===== src/rtl/multi_pattern_pwm_if.sv =====
// Configuration write port of multi_pattern_pwm: write strobe, channel/register select, data and reject flag.
interface multi_pattern_pwm_if;
  localparam int unsigned CH_SEL_W = 3;
  localparam int unsigned ADDR_W   = 2;
  localparam int unsigned DATA_W   = 16;

  logic                cfg_wr;
  logic [CH_SEL_W-1:0] cfg_ch;
  logic [ADDR_W-1:0]   cfg_addr;
  logic [DATA_W-1:0]   cfg_data;
  logic                cfg_err;

  modport master (output cfg_wr, cfg_ch, cfg_addr, cfg_data, input  cfg_err);
  modport slave  (input  cfg_wr, cfg_ch, cfg_addr, cfg_data, output cfg_err);
endinterface


===== src/rtl/multi_pattern_pwm.sv =====
// N-channel pattern PWM engine with per-channel duty/gap/pulse-count/pattern registers.
// Define MULTI_PWM_SHADOW_EN to buffer writes in shadow registers applied at period boundaries.
module multi_pattern_pwm #(
  parameter int unsigned CH_NUM    = 2,
  parameter int unsigned PAT_WIDTH = 16
) (
  input  logic               sys_clk,
  input  logic               sys_rst,
  multi_pattern_pwm_if.slave cfg,
  input  logic [CH_NUM-1:0]  ch_start,
  input  logic [CH_NUM-1:0]  ch_stop,
  output logic [CH_NUM-1:0]  pwm_out,
  output logic [CH_NUM-1:0]  busy,
  output logic [CH_NUM-1:0]  valid
);
  localparam int unsigned DUTY_W = 8;
  localparam int unsigned GAP_W  = 16;
  localparam int unsigned PNUM_W = 8;
  localparam int unsigned CNT_W  = 16;
  localparam int unsigned IDX_W  = (PAT_WIDTH > 1) ? $clog2(PAT_WIDTH) : 1;

  typedef enum logic [1:0] {
    S_IDLE = 2'd0,
    S_HIGH = 2'd1,
    S_GAP  = 2'd2
  } state_t;

  logic              wr_ok;
  logic [CH_NUM-1:0] wr_busy_hit;
  logic              err_q;
  logic              err_d;

  // Reject flag: out-of-range channel, or (without shadows) a write to a running channel
  assign wr_ok = cfg.cfg_wr && (32'(cfg.cfg_ch) < CH_NUM);
  assign err_d = (cfg.cfg_wr && !wr_ok) || (|wr_busy_hit);

  always_ff @(posedge sys_clk or posedge sys_rst) begin
    if (sys_rst) err_q <= 1'b0;
    else         err_q <= err_d;
  end

  assign cfg.cfg_err = err_q;

  for (genvar g = 0; g < int'(CH_NUM); g++) begin : g_ch
    state_t               state_q, state_d;
    logic [DUTY_W-1:0]    duty_q, duty_d;
    logic [GAP_W-1:0]     gap_q, gap_d;
    logic [PNUM_W-1:0]    pnum_q, pnum_d;
    logic [PAT_WIDTH-1:0] pat_q, pat_d;
    logic [IDX_W-1:0]     idx_q, idx_d, idx_inc;
    logic [PNUM_W-1:0]    pcnt_q, pcnt_d, pcnt_inc;
    logic [CNT_W-1:0]     cnt_q, cnt_d;
    logic                 pwm_q, pwm_d;
    logic                 busy_q, busy_d;
    logic                 valid_q, valid_d;
    logic                 wr_sel;
    logic                 start_hit;
    logic                 period_end;
    logic                 enter;

    assign wr_sel = wr_ok && (cfg.cfg_ch == 3'(g));

`ifdef MULTI_PWM_SHADOW_EN
    logic [DUTY_W-1:0]    sh_duty_q;
    logic [GAP_W-1:0]     sh_gap_q;
    logic [PNUM_W-1:0]    sh_pnum_q;
    logic [PAT_WIDTH-1:0] sh_pat_q;

    assign wr_busy_hit[g] = 1'b0;

    // Shadow set accepts writes at any time; consumed on start and period boundaries
    always_ff @(posedge sys_clk or posedge sys_rst) begin
      if (sys_rst) begin
        sh_duty_q <= DUTY_W'(1);
        sh_gap_q  <= GAP_W'(1);
        sh_pnum_q <= '0;
        sh_pat_q  <= PAT_WIDTH'(1);
      end else if (wr_sel) begin
        unique case (cfg.cfg_addr)
          2'd0:    sh_duty_q <= cfg.cfg_data[DUTY_W-1:0];
          2'd1:    sh_gap_q  <= cfg.cfg_data;
          2'd2:    sh_pnum_q <= cfg.cfg_data[PNUM_W-1:0];
          default: sh_pat_q  <= cfg.cfg_data[PAT_WIDTH-1:0];
        endcase
      end
    end
`else
    assign wr_busy_hit[g] = wr_sel && (state_q != S_IDLE);
`endif

    always_ff @(posedge sys_clk or posedge sys_rst) begin
      if (sys_rst) begin
        state_q <= S_IDLE;
        duty_q  <= DUTY_W'(1);
        gap_q   <= GAP_W'(1);
        pnum_q  <= '0;
        pat_q   <= PAT_WIDTH'(1);
        idx_q   <= '0;
        pcnt_q  <= '0;
        cnt_q   <= '0;
        pwm_q   <= 1'b0;
        busy_q  <= 1'b0;
        valid_q <= 1'b0;
      end else begin
        state_q <= state_d;
        duty_q  <= duty_d;
        gap_q   <= gap_d;
        pnum_q  <= pnum_d;
        pat_q   <= pat_d;
        idx_q   <= idx_d;
        pcnt_q  <= pcnt_d;
        cnt_q   <= cnt_d;
        pwm_q   <= pwm_d;
        busy_q  <= busy_d;
        valid_q <= valid_d;
      end
    end

    always_comb begin
      state_d    = state_q;
      duty_d     = duty_q;
      gap_d      = gap_q;
      pnum_d     = pnum_q;
      pat_d      = pat_q;
      idx_d      = idx_q;
      pcnt_d     = pcnt_q;
      cnt_d      = cnt_q;
      pwm_d      = 1'b0;
      busy_d     = busy_q;
      valid_d    = 1'b0;
      start_hit  = 1'b0;
      period_end = 1'b0;
      enter      = 1'b0;

      idx_inc  = (idx_q == IDX_W'(PAT_WIDTH - 1)) ? '0 : idx_q + IDX_W'(1);
      pcnt_inc = (pcnt_q == '1) ? pcnt_q : pcnt_q + PNUM_W'(1);

      unique case (state_q)
        S_IDLE: begin
          if (ch_start[g] && !ch_stop[g]) begin
            start_hit = 1'b1;
            idx_d     = '0;
            pcnt_d    = '0;
          end
        end
        S_HIGH: begin
          if (17'(cnt_q) + 17'd1 >= 17'(duty_q)) begin
            if (gap_q == '0) begin
              period_end = 1'b1;
            end else begin
              state_d = S_GAP;
              cnt_d   = '0;
            end
          end else begin
            cnt_d = cnt_q + CNT_W'(1);
          end
        end
        S_GAP: begin
          // gap = 0 still occupies one cycle here, giving the one-cycle minimum period
          if (17'(cnt_q) + 17'd1 >= 17'(gap_q)) period_end = 1'b1;
          else                                   cnt_d = cnt_q + CNT_W'(1);
        end
        default: state_d = S_IDLE;
      endcase

`ifdef MULTI_PWM_SHADOW_EN
      if (start_hit || period_end) begin
        duty_d = sh_duty_q;
        gap_d  = sh_gap_q;
        pnum_d = sh_pnum_q;
        pat_d  = sh_pat_q;
      end
`else
      if (wr_sel && (state_q == S_IDLE)) begin
        unique case (cfg.cfg_addr)
          2'd0:    duty_d = cfg.cfg_data[DUTY_W-1:0];
          2'd1:    gap_d  = cfg.cfg_data;
          2'd2:    pnum_d = cfg.cfg_data[PNUM_W-1:0];
          default: pat_d  = cfg.cfg_data[PAT_WIDTH-1:0];
        endcase
      end
`endif

      // Period boundary: advance pattern, count the pulse, finish or start the next period
      if (period_end) begin
        idx_d  = idx_inc;
        pcnt_d = pcnt_inc;
        if ((pnum_q != '0) && (pcnt_inc == pnum_q)) begin
          state_d = S_IDLE;
          valid_d = 1'b1;
        end else begin
          enter = 1'b1;
        end
      end

      if (start_hit || enter) begin
        cnt_d   = '0;
        state_d = (duty_d != '0) ? S_HIGH : S_GAP;
      end

      if (ch_stop[g]) begin
        state_d = S_IDLE;
        valid_d = 1'b0;
      end

      busy_d = (state_d != S_IDLE);
      pwm_d  = (state_d == S_HIGH) && pat_d[idx_d];
    end

    assign pwm_out[g] = pwm_q;
    assign busy[g]    = busy_q;
    assign valid[g]   = valid_q;
  end
endmodule


===== src/flat_wrapper.sv =====
// flat-port wrapper written by rule: the top's interface ports become plain ports
module multi_pattern_pwm_flat 
#(
  parameter int unsigned CH_NUM    = 2,
  parameter int unsigned PAT_WIDTH = 16
)
  (sys_clk, sys_rst, ch_start, ch_stop, pwm_out, busy, valid, cfg_cfg_wr, cfg_cfg_ch, cfg_cfg_addr, cfg_cfg_data, cfg_cfg_err);
  multi_pattern_pwm_if cfg_i ();
  input  logic sys_clk;
  input  logic sys_rst;
  input  logic [CH_NUM-1:0] ch_start;
  input  logic [CH_NUM-1:0] ch_stop;
  output logic [CH_NUM-1:0] pwm_out;
  output logic [CH_NUM-1:0] busy;
  output logic [CH_NUM-1:0] valid;
  input wire logic [$bits(cfg_i.cfg_wr)-1:0] cfg_cfg_wr;
  input wire logic [$bits(cfg_i.cfg_ch)-1:0] cfg_cfg_ch;
  input wire logic [$bits(cfg_i.cfg_addr)-1:0] cfg_cfg_addr;
  input wire logic [$bits(cfg_i.cfg_data)-1:0] cfg_cfg_data;
  output wire logic [$bits(cfg_i.cfg_err)-1:0] cfg_cfg_err;
  assign cfg_i.cfg_wr = cfg_cfg_wr;
  assign cfg_i.cfg_ch = cfg_cfg_ch;
  assign cfg_i.cfg_addr = cfg_cfg_addr;
  assign cfg_i.cfg_data = cfg_cfg_data;
  assign cfg_cfg_err = cfg_i.cfg_err;
  multi_pattern_pwm #(.CH_NUM(CH_NUM), .PAT_WIDTH(PAT_WIDTH)) u_core (.sys_clk(sys_clk), .sys_rst(sys_rst), .cfg(cfg_i), .ch_start(ch_start), .ch_stop(ch_stop), .pwm_out(pwm_out), .busy(busy), .valid(valid));
endmodule

===== config.mk =====
export PLATFORM = sky130hd
export DESIGN_NAME = multi_pattern_pwm_flat
export DESIGN_NICKNAME = d
export VERILOG_FILES = /design/src/rtl/multi_pattern_pwm_if.sv /design/src/rtl/multi_pattern_pwm.sv /design/src/flat_wrapper.sv
export SDC_FILE = /design/constraint.sdc
export NUM_CORES = 1
export LEC_CHECK = 0
export CORE_AREA = 2 2 156 158
export DETAILED_ROUTE_END_ITERATION = 8
export DIE_AREA = 0 0 158 160
export PLACE_DENSITY = 0.63
export SLEW_MARGIN = 20
export SYNTH_ARGS = -nofsm -noshare
export SYNTH_HDL_FRONTEND = slang
export SYNTH_SLANG_ARGS = --single-unit
export TNS_END_PERCENT = 50

===== constraint.sdc =====
create_clock -name sys_clk -period 16.4 [get_ports sys_clk]
set_input_delay 3.28 -clock sys_clk [delete_from_list [all_inputs] [get_ports sys_clk]]
set_output_delay 3.28 -clock sys_clk [all_outputs]
set_load 0.05 [all_outputs]

==> run_results.csv <==
group,metric,value,unit
logic_synthesis,synth_area,10400,um^2
sta,finalCritPeriodShare,36.2,%
logic_synthesis,postSynth.asyncResetShare,100,%
drt,antenna_left,0,
power,clkPwrFrac,29.1,%
sta,slew_violations,0,
setup_path,path_class,"in -> reg",
min_path,min_path_type,"reg -> reg",
drt,drc,0,
placement,port_buffers,34,
sta,min_period,5.93,ns
power,p_leak,0.00514,uW
floorplanning,start_util,43.8,%
floorplanning,fp.dieW,158,um
cts,postCtsSetupRepairBufs,0,
cts,clock_latency,0.43,ns
cts,cts_max_level,4,
setup_path,arrival,6.24,ns
power,p_switching,489,uW
global_routing,grt_max_degree,93,
global_routing,overflow,0,
logic_synthesis,synth.avg_cell_area,9.72,um^2
power,intPower,943,uW
final_layout,area_growth,11.3,%
final_layout,fillers,2239,
sta,setup-violations-final,0,
power,seqPwrFrac,38.4,%
sta,relSlewSlack,26.7,%
sta,worst_pin_slew,1.10,ns
setup_path,rr_endpoint,"u_core.g_ch[0].pwm_q",
power,share_comb_of_total_power,32.5,%
drt,vias,8182,
cts,cts_hold_buf,0,
logic_synthesis,yosys_register_bits,163,
setup_path,critPathCaptureType,"flip-flop",
logic_synthesis,synth_top_area_share,37.7,%
drt,viasPerCell,5.77,
logic_synthesis,yosys.area.top_type,"dfrtp_1",
min_path,hold_path_startpoint,"u_core.g_ch[0].pat_q[3]",
global_routing,grt_antenna_before_repair,0,
sta,max_freq,169,MHz
setup_path,crit_start,"cfg_cfg_addr[1]",
sta,hold_violations,0,
global_routing,grt_pass1_vias,7785,
drt,routedWlPerCell,18.0,um
setup_path,path_cells,"clkdlybuf4s50_1, nor2_1, nand4_1, mux2_2, nor4_1, and2_1, nor2_1, a31o_2, or2_2, or2_2",
drt,first_iter_violations,637,
logic_synthesis,netlist_instances,1073,
final_layout,diodes,0,
sta,worst_clock_skew,0.0121,ns
floorplanning,ios,35,
placement,gp_congestion,0.850,
logic_synthesis,synth_nets,1159,
logic_synthesis,synth.area.top_cells,"dfrtp_1 38%, mux2_2 7.7%, ha_1 7.0%, mux2i_1 3.3%, inv_1 2.8%",
global_routing,grt_pass1_wl,42000,um
placement,dp_hpwl,18200,um
setup_path,slowest_delay,0.50,ns
floorplanning,core_area,23800,um^2
sta,finalSetupTns,0,ns
final_layout,drive_gt1_share,13.6,%
final_layout,final_cell_mix,"157 x dfrtp_1, 77 x inv_1, 72 x nand2_1",
setup_path,ff2ff_path_depth,15,
final_layout,nets,1168,
cts,cts_tree,"yes",
setup_path,rrSetupSlack,11.40,ns
setup_path,critPathRequiredTime,16.71,ns
logic_synthesis,ys_warn_count,0,
setup_path,endpoint,"u_core.g_ch[0].busy_q",
drt,dr.pass1.iters,5,
setup_path,cp-start-kind,"input pin",
global_routing,grtUsageTotal,20.9,%
outcome,status,"finished, final reports clean",
setup_path,cp_max_fo,8,
cts,cts_resized,0,
placement,placed_cell_area,11000,um^2
power,sw_frac_of_total,34.2,%
drt,wirelength,25600,um
setup_path,r2r_start,"u_core.g_ch[0].cnt_q[0]",
final_layout,final_common_cell,"dfrtp_1",
floorplanning,rows,57,
floorplanning,dieHeight,160,um
cts,cts_num_sinks,163,
logic_synthesis,synth_ff_type,"dfrtp_1",
job,max_cap_violations,0,
cts,cts.clk_slew.worst_paths,0.07,ns
cts,cts_buffers,17,
power,p_per_area,124,nW/um^2
power,irDropWorstVdd,0.0704,mV
floorplanning,die-area,25300,um^2
power,p_total,1430,uW
cts,root_buffer,"clkbuf_16",
final_layout,final_cell_area,11600,um^2
logic_synthesis,synth-edff-count,0,
logic_synthesis,synth.distinct_cells,77,
sta,rsz0062_at_grt,"false",
setup_path,worst_path_max_delay_cell,"clkdlybuf4s50_1",
logic_synthesis,synth-seq-area-share,39.2,%
cts,clk_path_buf_depth,2,
power by group through the flow:
stage                     sequential, uW  combinational [uW]  clock (uW)
after global routing                 561                 519         442
after detailed placement             555                 461           0
after floorplan                      535                 356           0
final                                550                 466         417
after CTS                            549                 467         425
after global placement               554                 454           0
worst max-delay path, delay by kind of cell:
kind | cells | cell delay, ns
AOI/OAI and AO/OA | 1 | 0.25
buffers and inverters | 1 | 0.50
muxes | 1 | 0.46
and+or+nand+nor | 7 | 1.75
cell families (layout without fill, tap and decap cells):
logic type | count (synthesis) | count (layout) | synth area share, %
AOI/OAI and AO/OA | 220 | 220 | 14.4
buffers and inverters | 128 | 149 | 4.98
xor gates and xnor gates | 44 | 44 | 3.70
adders and majority gates | 58 | 58 | 6.96
DFF | 163 | 163 | 39.2
and+or+nand+nor | 348 | 348 | 18.3
muxes | 112 | 112 | 12.4
how the worst min path moves through the flow:
stage	endpoint	depth (start not counted)
2_1_floorplan	u_core.g_ch[0].pat_q[6]	2
3_3_place_gp	u_core.g_ch[0].pat_q[6]	2
3_5_place_dp	u_core.g_ch[0].pat_q[2]	1
4_1_cts	u_core.g_ch[0].pat_q[2]	1
5_1_grt	u_core.g_ch[0].pat_q[3]	1
6_report	u_core.g_ch[0].pat_q[3]	1
metal layers:
layer,vias up,wire length (um),track usage (%)
li1,3953,-,-
met1,4057,12400,30.3
met2,147,12000,33.0
met3,25,863,3.39
met4,0,329,4.87
met5,-,0,0
final cells by class:
type,count,area [um^2],area share (%)
clock inverter,10,159,1.37
clock buffer,21,440,3.80
timing repair buffer,40,385,3.32
sequential,163,4090,35.2
tap,324,405,3.50
multi-input combinational,782,5820,50.2
inverter,78,298,2.57
stage by stage:
stage	instances	setup WS [ns]	hold slack [ns]	util, %
finish	1418	10.47	0.499	48.7
global placement	1387	10.09	0.472	46.2
detailed placement	1387	10.04	0.486	46.2
global route	1418	10.28	0.511	48.7
CTS	1418	10.49	0.500	48.7
floorplan	1073	8.72	0.456	-
flip-flops by register name, summed over array words and instances (netlist names):
name / cells
u_core.cfg.cfg_err: 1
u_core.g_ch.busy_q: 2
u_core.g_ch.cnt_q: 32
u_core.g_ch.duty_q: 16
u_core.g_ch.gap_q: 32
u_core.g_ch.idx_q: 8
u_core.g_ch.pat_q: 32
u_core.g_ch.pcnt_q: 16
u_core.g_ch.pnum_q: 16
u_core.g_ch.pwm_q: 2
u_core.g_ch.state_q: 4
u_core.g_ch.valid_q: 2
Yosys cell counts (14+ instances only):
| library cell | count |
|---|---|
| ha_1 | 58 |
| nand3_1 | 34 |
| and3_1 | 14 |
| xor2_1 | 16 |
| inv_1 | 78 |
| nand2_1 | 72 |
| a22oi_1 | 16 |
| xnor2_1 | 28 |
| mux2i_1 | 34 |
| nor2_1 | 66 |
| o21ai_0 | 50 |
| nor3_1 | 26 |
| a21oi_1 | 49 |
| nor4_1 | 20 |
| dfrtp_1 | 157 |
| nand4_1 | 26 |
| mux2_2 | 71 |
| clkbuf_1 | 25 |
No activity file was read; power rests on OpenSTA's default activity.
